File: src/rtl/instruction_fetch_if.sv
// instruction_fetch_if: the fetch stage's two buses.
//   Memory side:  imem_req/imem_addr out, imem_ready/imem_rdata in.
//   Execute side: instr_valid plus the instruction and decoded fields out;
//                 instr_ack/branch/zero/jump in.
// modport master belongs to the fetch stage. modport slave belongs to
// the memory/execute side.
interface instruction_fetch_if;
  logic        imem_req;
  logic [31:0] imem_addr;
  logic        imem_ready;
  logic [31:0] imem_rdata;
  logic        instr_valid;
  logic [31:0] instr;
  logic [5:0]  opcode;
  logic [4:0]  rs;
  logic [4:0]  rt;
  logic [4:0]  rd;
  logic [4:0]  shamt;
  logic [5:0]  funct;
  logic [15:0] imm16;
  logic [31:0] pc;
  logic [31:0] pc_plus4;
  logic        instr_ack;
  logic        branch;
  logic        zero;
  logic        jump;

  modport master (
    output imem_req, imem_addr, instr_valid, instr, opcode, rs, rt, rd,
           shamt, funct, imm16, pc, pc_plus4,
    input  imem_ready, imem_rdata, instr_ack, branch, zero, jump
  );

  modport slave (
    input  imem_req, imem_addr, instr_valid, instr, opcode, rs, rt, rd,
           shamt, funct, imm16, pc, pc_plus4,
    output imem_ready, imem_rdata, instr_ack, branch, zero, jump
  );
endinterface

File: src/rtl/instruction_fetch.sv
// instruction_fetch: MIPS fetch stage. It owns the PC, fetches words over a
// request/ready handshake and holds them in the instruction register until
// execute acknowledges them.
// Optional feature: define IF_PERF_CNT_EN to add the instr_count
// retired-instruction counter port.
//
// Handshake semantics:
//   Memory side:  imem_req stays high for the whole of FETCH, and imem_addr
//                 stays stable while it is high. The word is taken on the
//                 first rising edge that sees imem_ready=1. imem_ready is
//                 ignored outside FETCH.
//   Execute side: instr_valid stays high for the whole of EXEC. The held
//                 instruction retires on the first rising edge that sees
//                 instr_ack=1. branch/zero/jump are sampled on that edge.
//                 All four inputs are ignored outside EXEC.
module instruction_fetch #(
  parameter logic [31:0] RESET_PC = 32'h0000_0000
) (
  input  logic                       clk,
  input  logic                       reset,
  instruction_fetch_if.master        bus,
`ifdef IF_PERF_CNT_EN
  output logic [31:0]                instr_count,
`endif
  output logic [1:0]                 state_dbg
);

  localparam logic [1:0] IDLE  = 2'b00;
  localparam logic [1:0] FETCH = 2'b01;
  localparam logic [1:0] EXEC  = 2'b10;

  logic [1:0]  state;
  logic [31:0] pc;
  logic [31:0] instr;
  logic [31:0] pc_plus4;
  logic [31:0] next_pc;
  logic [31:0] branch_off;

  assign pc_plus4   = pc + 32'd4;
  assign branch_off = {{14{instr[15]}}, instr[15:0], 2'b00};

  // The next PC is used only on the acknowledge edge. Jump takes priority over branch.
  always_comb begin
    next_pc = pc_plus4;
    if (bus.jump) begin
      next_pc = {pc_plus4[31:28], instr[25:0], 2'b00};
    end else if (bus.branch && bus.zero) begin
      next_pc = pc_plus4 + branch_off;
    end
  end

  // Sequencer: IDLE -> FETCH (wait for ready) -> EXEC (wait for ack) -> FETCH.
  always_ff @(posedge clk or posedge reset) begin
    if (reset) begin
      state <= IDLE;
      pc    <= RESET_PC;
      instr <= 32'h0;
    end else begin
      case (state)
        IDLE: state <= FETCH;
        FETCH: begin
          if (bus.imem_ready) begin
            instr <= bus.imem_rdata;
            state <= EXEC;
          end
        end
        EXEC: begin
          if (bus.instr_ack) begin
            pc    <= next_pc;
            state <= FETCH;
          end
        end
        default: state <= IDLE;
      endcase
    end
  end

`ifdef IF_PERF_CNT_EN
  // Counts retired instructions. The counter wraps naturally at 2^32.
  always_ff @(posedge clk or posedge reset) begin
    if (reset) begin
      instr_count <= 32'h0;
    end else if (state == EXEC && bus.instr_ack) begin
      instr_count <= instr_count + 32'd1;
    end
  end
`endif

  assign bus.imem_req    = (state == FETCH);
  assign bus.imem_addr   = pc;
  assign bus.instr_valid = (state == EXEC);
  assign bus.instr       = instr;
  assign bus.opcode      = instr[31:26];
  assign bus.rs          = instr[25:21];
  assign bus.rt          = instr[20:16];
  assign bus.rd          = instr[15:11];
  assign bus.shamt       = instr[10:6];
  assign bus.funct       = instr[5:0];
  assign bus.imm16       = instr[15:0];
  assign bus.pc          = pc;
  assign bus.pc_plus4    = pc_plus4;
  assign state_dbg       = state;

endmodule
File: src/flat_wrapper.sv
// flat-port wrapper written by rule: the top's interface ports become plain ports
module instruction_fetch_flat 
#(
  parameter logic [31:0] RESET_PC = 32'h0000_0000
)
  (clk, reset, state_dbg, bus_imem_req, bus_imem_addr, bus_instr_valid, bus_instr, bus_opcode, bus_rs, bus_rt, bus_rd, bus_shamt, bus_funct, bus_imm16, bus_pc, bus_pc_plus4, bus_imem_ready, bus_imem_rdata, bus_instr_ack, bus_branch, bus_zero, bus_jump);
  instruction_fetch_if bus_i ();
  input  logic clk;
  input  logic reset;
  output logic [1:0] state_dbg;
  output wire logic [$bits(bus_i.imem_req)-1:0] bus_imem_req;
  output wire logic [$bits(bus_i.imem_addr)-1:0] bus_imem_addr;
  output wire logic [$bits(bus_i.instr_valid)-1:0] bus_instr_valid;
  output wire logic [$bits(bus_i.instr)-1:0] bus_instr;
  output wire logic [$bits(bus_i.opcode)-1:0] bus_opcode;
  output wire logic [$bits(bus_i.rs)-1:0] bus_rs;
  output wire logic [$bits(bus_i.rt)-1:0] bus_rt;
  output wire logic [$bits(bus_i.rd)-1:0] bus_rd;
  output wire logic [$bits(bus_i.shamt)-1:0] bus_shamt;
  output wire logic [$bits(bus_i.funct)-1:0] bus_funct;
  output wire logic [$bits(bus_i.imm16)-1:0] bus_imm16;
  output wire logic [$bits(bus_i.pc)-1:0] bus_pc;
  output wire logic [$bits(bus_i.pc_plus4)-1:0] bus_pc_plus4;
  input wire logic [$bits(bus_i.imem_ready)-1:0] bus_imem_ready;
  input wire logic [$bits(bus_i.imem_rdata)-1:0] bus_imem_rdata;
  input wire logic [$bits(bus_i.instr_ack)-1:0] bus_instr_ack;
  input wire logic [$bits(bus_i.branch)-1:0] bus_branch;
  input wire logic [$bits(bus_i.zero)-1:0] bus_zero;
  input wire logic [$bits(bus_i.jump)-1:0] bus_jump;
  assign bus_imem_req = bus_i.imem_req;
  assign bus_imem_addr = bus_i.imem_addr;
  assign bus_instr_valid = bus_i.instr_valid;
  assign bus_instr = bus_i.instr;
  assign bus_opcode = bus_i.opcode;
  assign bus_rs = bus_i.rs;
  assign bus_rt = bus_i.rt;
  assign bus_rd = bus_i.rd;
  assign bus_shamt = bus_i.shamt;
  assign bus_funct = bus_i.funct;
  assign bus_imm16 = bus_i.imm16;
  assign bus_pc = bus_i.pc;
  assign bus_pc_plus4 = bus_i.pc_plus4;
  assign bus_i.imem_ready = bus_imem_ready;
  assign bus_i.imem_rdata = bus_imem_rdata;
  assign bus_i.instr_ack = bus_instr_ack;
  assign bus_i.branch = bus_branch;
  assign bus_i.zero = bus_zero;
  assign bus_i.jump = bus_jump;
  instruction_fetch #(.RESET_PC(RESET_PC)) u_core (.clk(clk), .reset(reset), .bus(bus_i), .state_dbg(state_dbg));
endmodule
File: config.mk
export PLATFORM = sky130hd
export DESIGN_NAME = instruction_fetch_flat
export DESIGN_NICKNAME = d
export VERILOG_FILES = /design/src/rtl/instruction_fetch_if.sv /design/src/rtl/instruction_fetch.sv /design/src/flat_wrapper.sv
export SDC_FILE = /design/constraint.sdc
export NUM_CORES = 1
export LEC_CHECK = 0
export CORE_MARGIN = 3
export CORE_UTILIZATION = 49
export CTS_CLUSTER_DIAMETER = 200
export DETAILED_ROUTE_END_ITERATION = 8
export GPL_ROUTABILITY_DRIVEN = 0
export MAX_ROUTING_LAYER = met4
export PLACE_DENSITY = 0.94
export SETUP_SLACK_MARGIN = 0.2
export SYNTH_ARGS = -nofsm -noshare
export SYNTH_HDL_FRONTEND = slang
export SYNTH_SLANG_ARGS = --single-unit
export TNS_END_PERCENT = 10
File: constraint.sdc
create_clock -name clk -period 10.6 [get_ports clk]
set_clock_uncertainty 0.15 [all_clocks]
set_input_delay 2.12 -clock clk [delete_from_list [all_inputs] [get_ports clk]]
set_output_delay 2.12 -clock clk [all_outputs]
set_load 0.01 [all_outputs]
==> flow_metrics.env <==
export IMPL_outcome="completed"
export IMPL_grt_start_max_net_pins=65
export IMPL_layout_drive_gt1_share=0.0895
export IMPL_htree_num_levels=3
export IMPL_tightest_slew_ns=1.02
export IMPL_synth_area_leader="sky130_fd_sc_hd__dfrtp_1"
export IMPL_cp_data_required_time_ns=8.33
export IMPL_cts_buffers=9
export IMPL_clock_fmax_ghz=0.185
export IMPL_drt_wirelength_per_cell_um=19.6
export IMPL_slew_headroom=0.315
export IMPL_warnings_synthesis=0
export IMPL_die_area_mm2=0.0129
export IMPL_ys_async_sr_fraction=1.00
export IMPL_slew_viol_final=0
export IMPL_die_width_um=114
export IMPL_irDropWorstVdd_mv=0.191
export IMPL_critPathArrivalTime_ns=3.13
export IMPL_drtAntennaViolNets=0
export IMPL_fillCellCount=829
export IMPL_final_period_utilization=0.509
export IMPL_route_vias_total=5460
export IMPL_drt_initial_drc_count=583
export IMPL_clk_pin_slew_worst_paths_ns=0.06
export IMPL_setup_fix_bufs_post_cts=0
export IMPL_max_stage_delay_ns=0.62
export IMPL_synthTopCellsByArea="sky130_fd_sc_hd__dfrtp_1 28%, sky130_fd_sc_hd__buf_4 11%, sky130_fd_sc_hd__ha_1 7.9%"
export IMPL_area_of_the_multi_input_gates_mm2=0.00333
export IMPL_hold_removal_path_class="register to register"
export IMPL_leakagePower_uw=0.00325
export IMPL_rsz0062_at_grt="false"
export IMPL_synth_cell_type_count=62
export IMPL_power_uw=3080
export IMPL_synth_avg_cell_area_um2=8.76
export IMPL_cp_max_fo=8
export IMPL_drc=0
export IMPL_postRouteWirelength_mm=18.1
export IMPL_synth_area_mm2=0.00568
export IMPL_layout_common_cells="212 x sky130_fd_sc_hd__clkdlybuf4s50_1, 64 x sky130_fd_sc_hd__dfrtp_1, 56 x sky130_fd_sc_hd__nand2_1"
export IMPL_globalRoute_totalOverflow=0
export IMPL_antenna_found_initial=0
export IMPL_critical_path_endpoint_type="output pin"
export IMPL_core_rowCount=38
export IMPL_timing_critical_path_mode_cell="sky130_fd_sc_hd__and3_1"
export IMPL_seq_area_frac_synth=0.282
export IMPL_post_cts_resize_count=0
export IMPL_coreArea_mm2=0.0111
export IMPL_hpwl_after_detailed_placement_mm=13.2
export IMPL_syn_to_final_growth_pct=34.5
export IMPL_nNetsFinal=853
export IMPL_drtPass1Iterations=5
export IMPL_clock_insertion_delay_worst_skew_ns=0.33
export IMPL_timing_max_cap_violations=0
export IMPL_tritoncts_clock_tree="built"
export IMPL_diodes=0
export IMPL_finalSetupViolations=0
export IMPL_worstPathCellList="ha_1, and3_1, and3_1, nand3_1, nor2_1, xor2_1, clkdlybuf4s50_1"
export IMPL_tritoncts_num_sinks=64
export IMPL_cts_root_buf="sky130_fd_sc_hd__clkbuf_16"
export IMPL_ctsLongestPathBuffers=2
export IMPL_ys_seq_elements=64
export IMPL_crit_path_start_kind="register"
export IMPL_timing_hold_ws_ns=0.387
export IMPL_worst_setup_path_type="register to output pin"
export IMPL_die_y_um=114
export IMPL_track_usage=0.285
export IMPL_area_share_of_the_largest_cell_type_after_synthesis=0.282
export IMPL_postSynthCellCount=648
export IMPL_final_setup_tns_ns=0
export IMPL_finalHoldViolCount=0
export IMPL_final_worst_path_period_need_ns=5.40
export IMPL_cellPowerDensity_mw_per_mm2=404
export IMPL_start_util=0.513
export IMPL_seqCellArea_mm2=0.00160
export IMPL_global_route_wire_length_before_repair_mm=28.5
export IMPL_number_of_enable_flip_flop_cells_after_synthesis=0
export IMPL_layout_cells_most_common="sky130_fd_sc_hd__clkdlybuf4s50_1"
export IMPL_critPathSlowestCell="sky130_fd_sc_hd__clkdlybuf4s50_1"
export IMPL_first_global_vias=5254
export IMPL_synthFlopType="sky130_fd_sc_hd__dfrtp_1"
export IMPL_viasPerCell=5.92
export IMPL_cts_hold_fix_buffers=0
export IMPL_port_buffers=212
export IMPL_finish_utilization=0.690
export IMPL_num_io_pins=219
layer usage:
metal | wire length (um) | track usage
met5 | 0 | -
met4 | 416 | 0.0817
met3 | 1700 | 0.0599
met2 | 8770 | 0.453
met1 | 7190 | 0.367
metrics by stage:
step / setup slack, ns / cell area (um^2) / instances
2_1_floorplan: 6.54 / 5700 / 653
3_3_place_gp: 5.58 / 7320 / 906
3_5_place_dp: 5.51 / 7320 / 906
4_1_cts: 5.27 / 7640 / 922
5_1_grt: 5.10 / 7640 / 922
6_report: 5.20 / 7640 / 922
cell families (layout without fill, tap and decap cells):
kind of cell / count (synthesis) / count (layout) / synth area share
fa+ha+maj: 37 / 37 / 0.0829
flops: 64 / 64 / 0.282
simple gates: 165 / 165 / 0.137
other cells: 1 / 6 / 0.000660
buf+inv: 117 / 246 / 0.135
mux: 38 / 38 / 0.0745
compound gates: 174 / 174 / 0.208
xor+xnor: 52 / 52 / 0.0802
Yosys cell counts, types with 5 or more instances:
| cell | instances |
|---|---|
| sky130_fd_sc_hd__clkbuf_1 | 12 |
| sky130_fd_sc_hd__buf_4 | 84 |
| sky130_fd_sc_hd__nand2_1 | 56 |
| sky130_fd_sc_hd__nor3_1 | 8 |
| sky130_fd_sc_hd__a31oi_1 | 7 |
| sky130_fd_sc_hd__a21o_1 | 19 |
| sky130_fd_sc_hd__a211oi_1 | 11 |
| sky130_fd_sc_hd__nand4_1 | 11 |
| sky130_fd_sc_hd__mux2_2 | 33 |
| sky130_fd_sc_hd__a21oi_1 | 39 |
| sky130_fd_sc_hd__xor2_1 | 18 |
| sky130_fd_sc_hd__and3_1 | 11 |
| sky130_fd_sc_hd__nor2_1 | 43 |
| sky130_fd_sc_hd__o21ai_1 | 11 |
| sky130_fd_sc_hd__dfrtp_1 | 64 |
| sky130_fd_sc_hd__o21bai_1 | 7 |
| sky130_fd_sc_hd__ha_1 | 36 |
| sky130_fd_sc_hd__buf_1 | 5 |
| sky130_fd_sc_hd__o21ai_0 | 31 |
| sky130_fd_sc_hd__o21a_1 | 7 |
| sky130_fd_sc_hd__o211ai_1 | 10 |
| sky130_fd_sc_hd__inv_1 | 13 |
| sky130_fd_sc_hd__nand3_1 | 18 |
| sky130_fd_sc_hd__xnor2_1 | 34 |
registers in the layout, summed over array words and instances, names as in the netlist:
| name | count |
|---|---|
| u_core.bus.instr | 32 |
| u_core.bus.imem_addr | 30 |
| u_core.state_dbg | 2 |
area by class of cell:
| class | instances | area share |
|---|---|---|
| clock buffers | 10 | 0.0300 |
| clock inverters | 6 | 0.0123 |
| inverters | 13 | 0.00639 |
| multi-input cells | 472 | 0.436 |
| flip-flops and latches | 64 | 0.210 |
| well taps | 140 | 0.0229 |
| repair buffers | 217 | 0.283 |
critical path, delay by kind of cell (launching register included):
kind | cells | cell delay (ns)
xor+xnor | 1 | 0.34
fa+ha+maj | 1 | 0.26
buf+inv | 1 | 0.62
flops | 1 | 0.51
simple gates | 4 | 1.07
path summary, 6_finish.rpt:
kind,startpoint,to,slack [ns],cells past startpoint
min reg2reg,u_core.bus.instr[30],u_core.bus.instr[30],0.39,1
max in group asynchronous,reset,u_core.bus.imem_addr[16],7.54,3
min in group asynchronous,reset,u_core.bus.instr[2],2.19,3
min,u_core.bus.instr[30],u_core.bus.instr[30],0.39,1
max reg2reg,u_core.bus.imem_addr[2],u_core.bus.imem_addr[30],6.17,15
max,u_core.bus.imem_addr[2],bus_pc_plus4[26],5.20,7
power breakdown:
group          switching, uW  internal [uW]  leakage (uW)
Combinational           1090           1090       0.00233
Clock                    117            207      0.000153
Sequential               210            362      0.000771
Note: power is estimated with default switching activity, not from simulation.
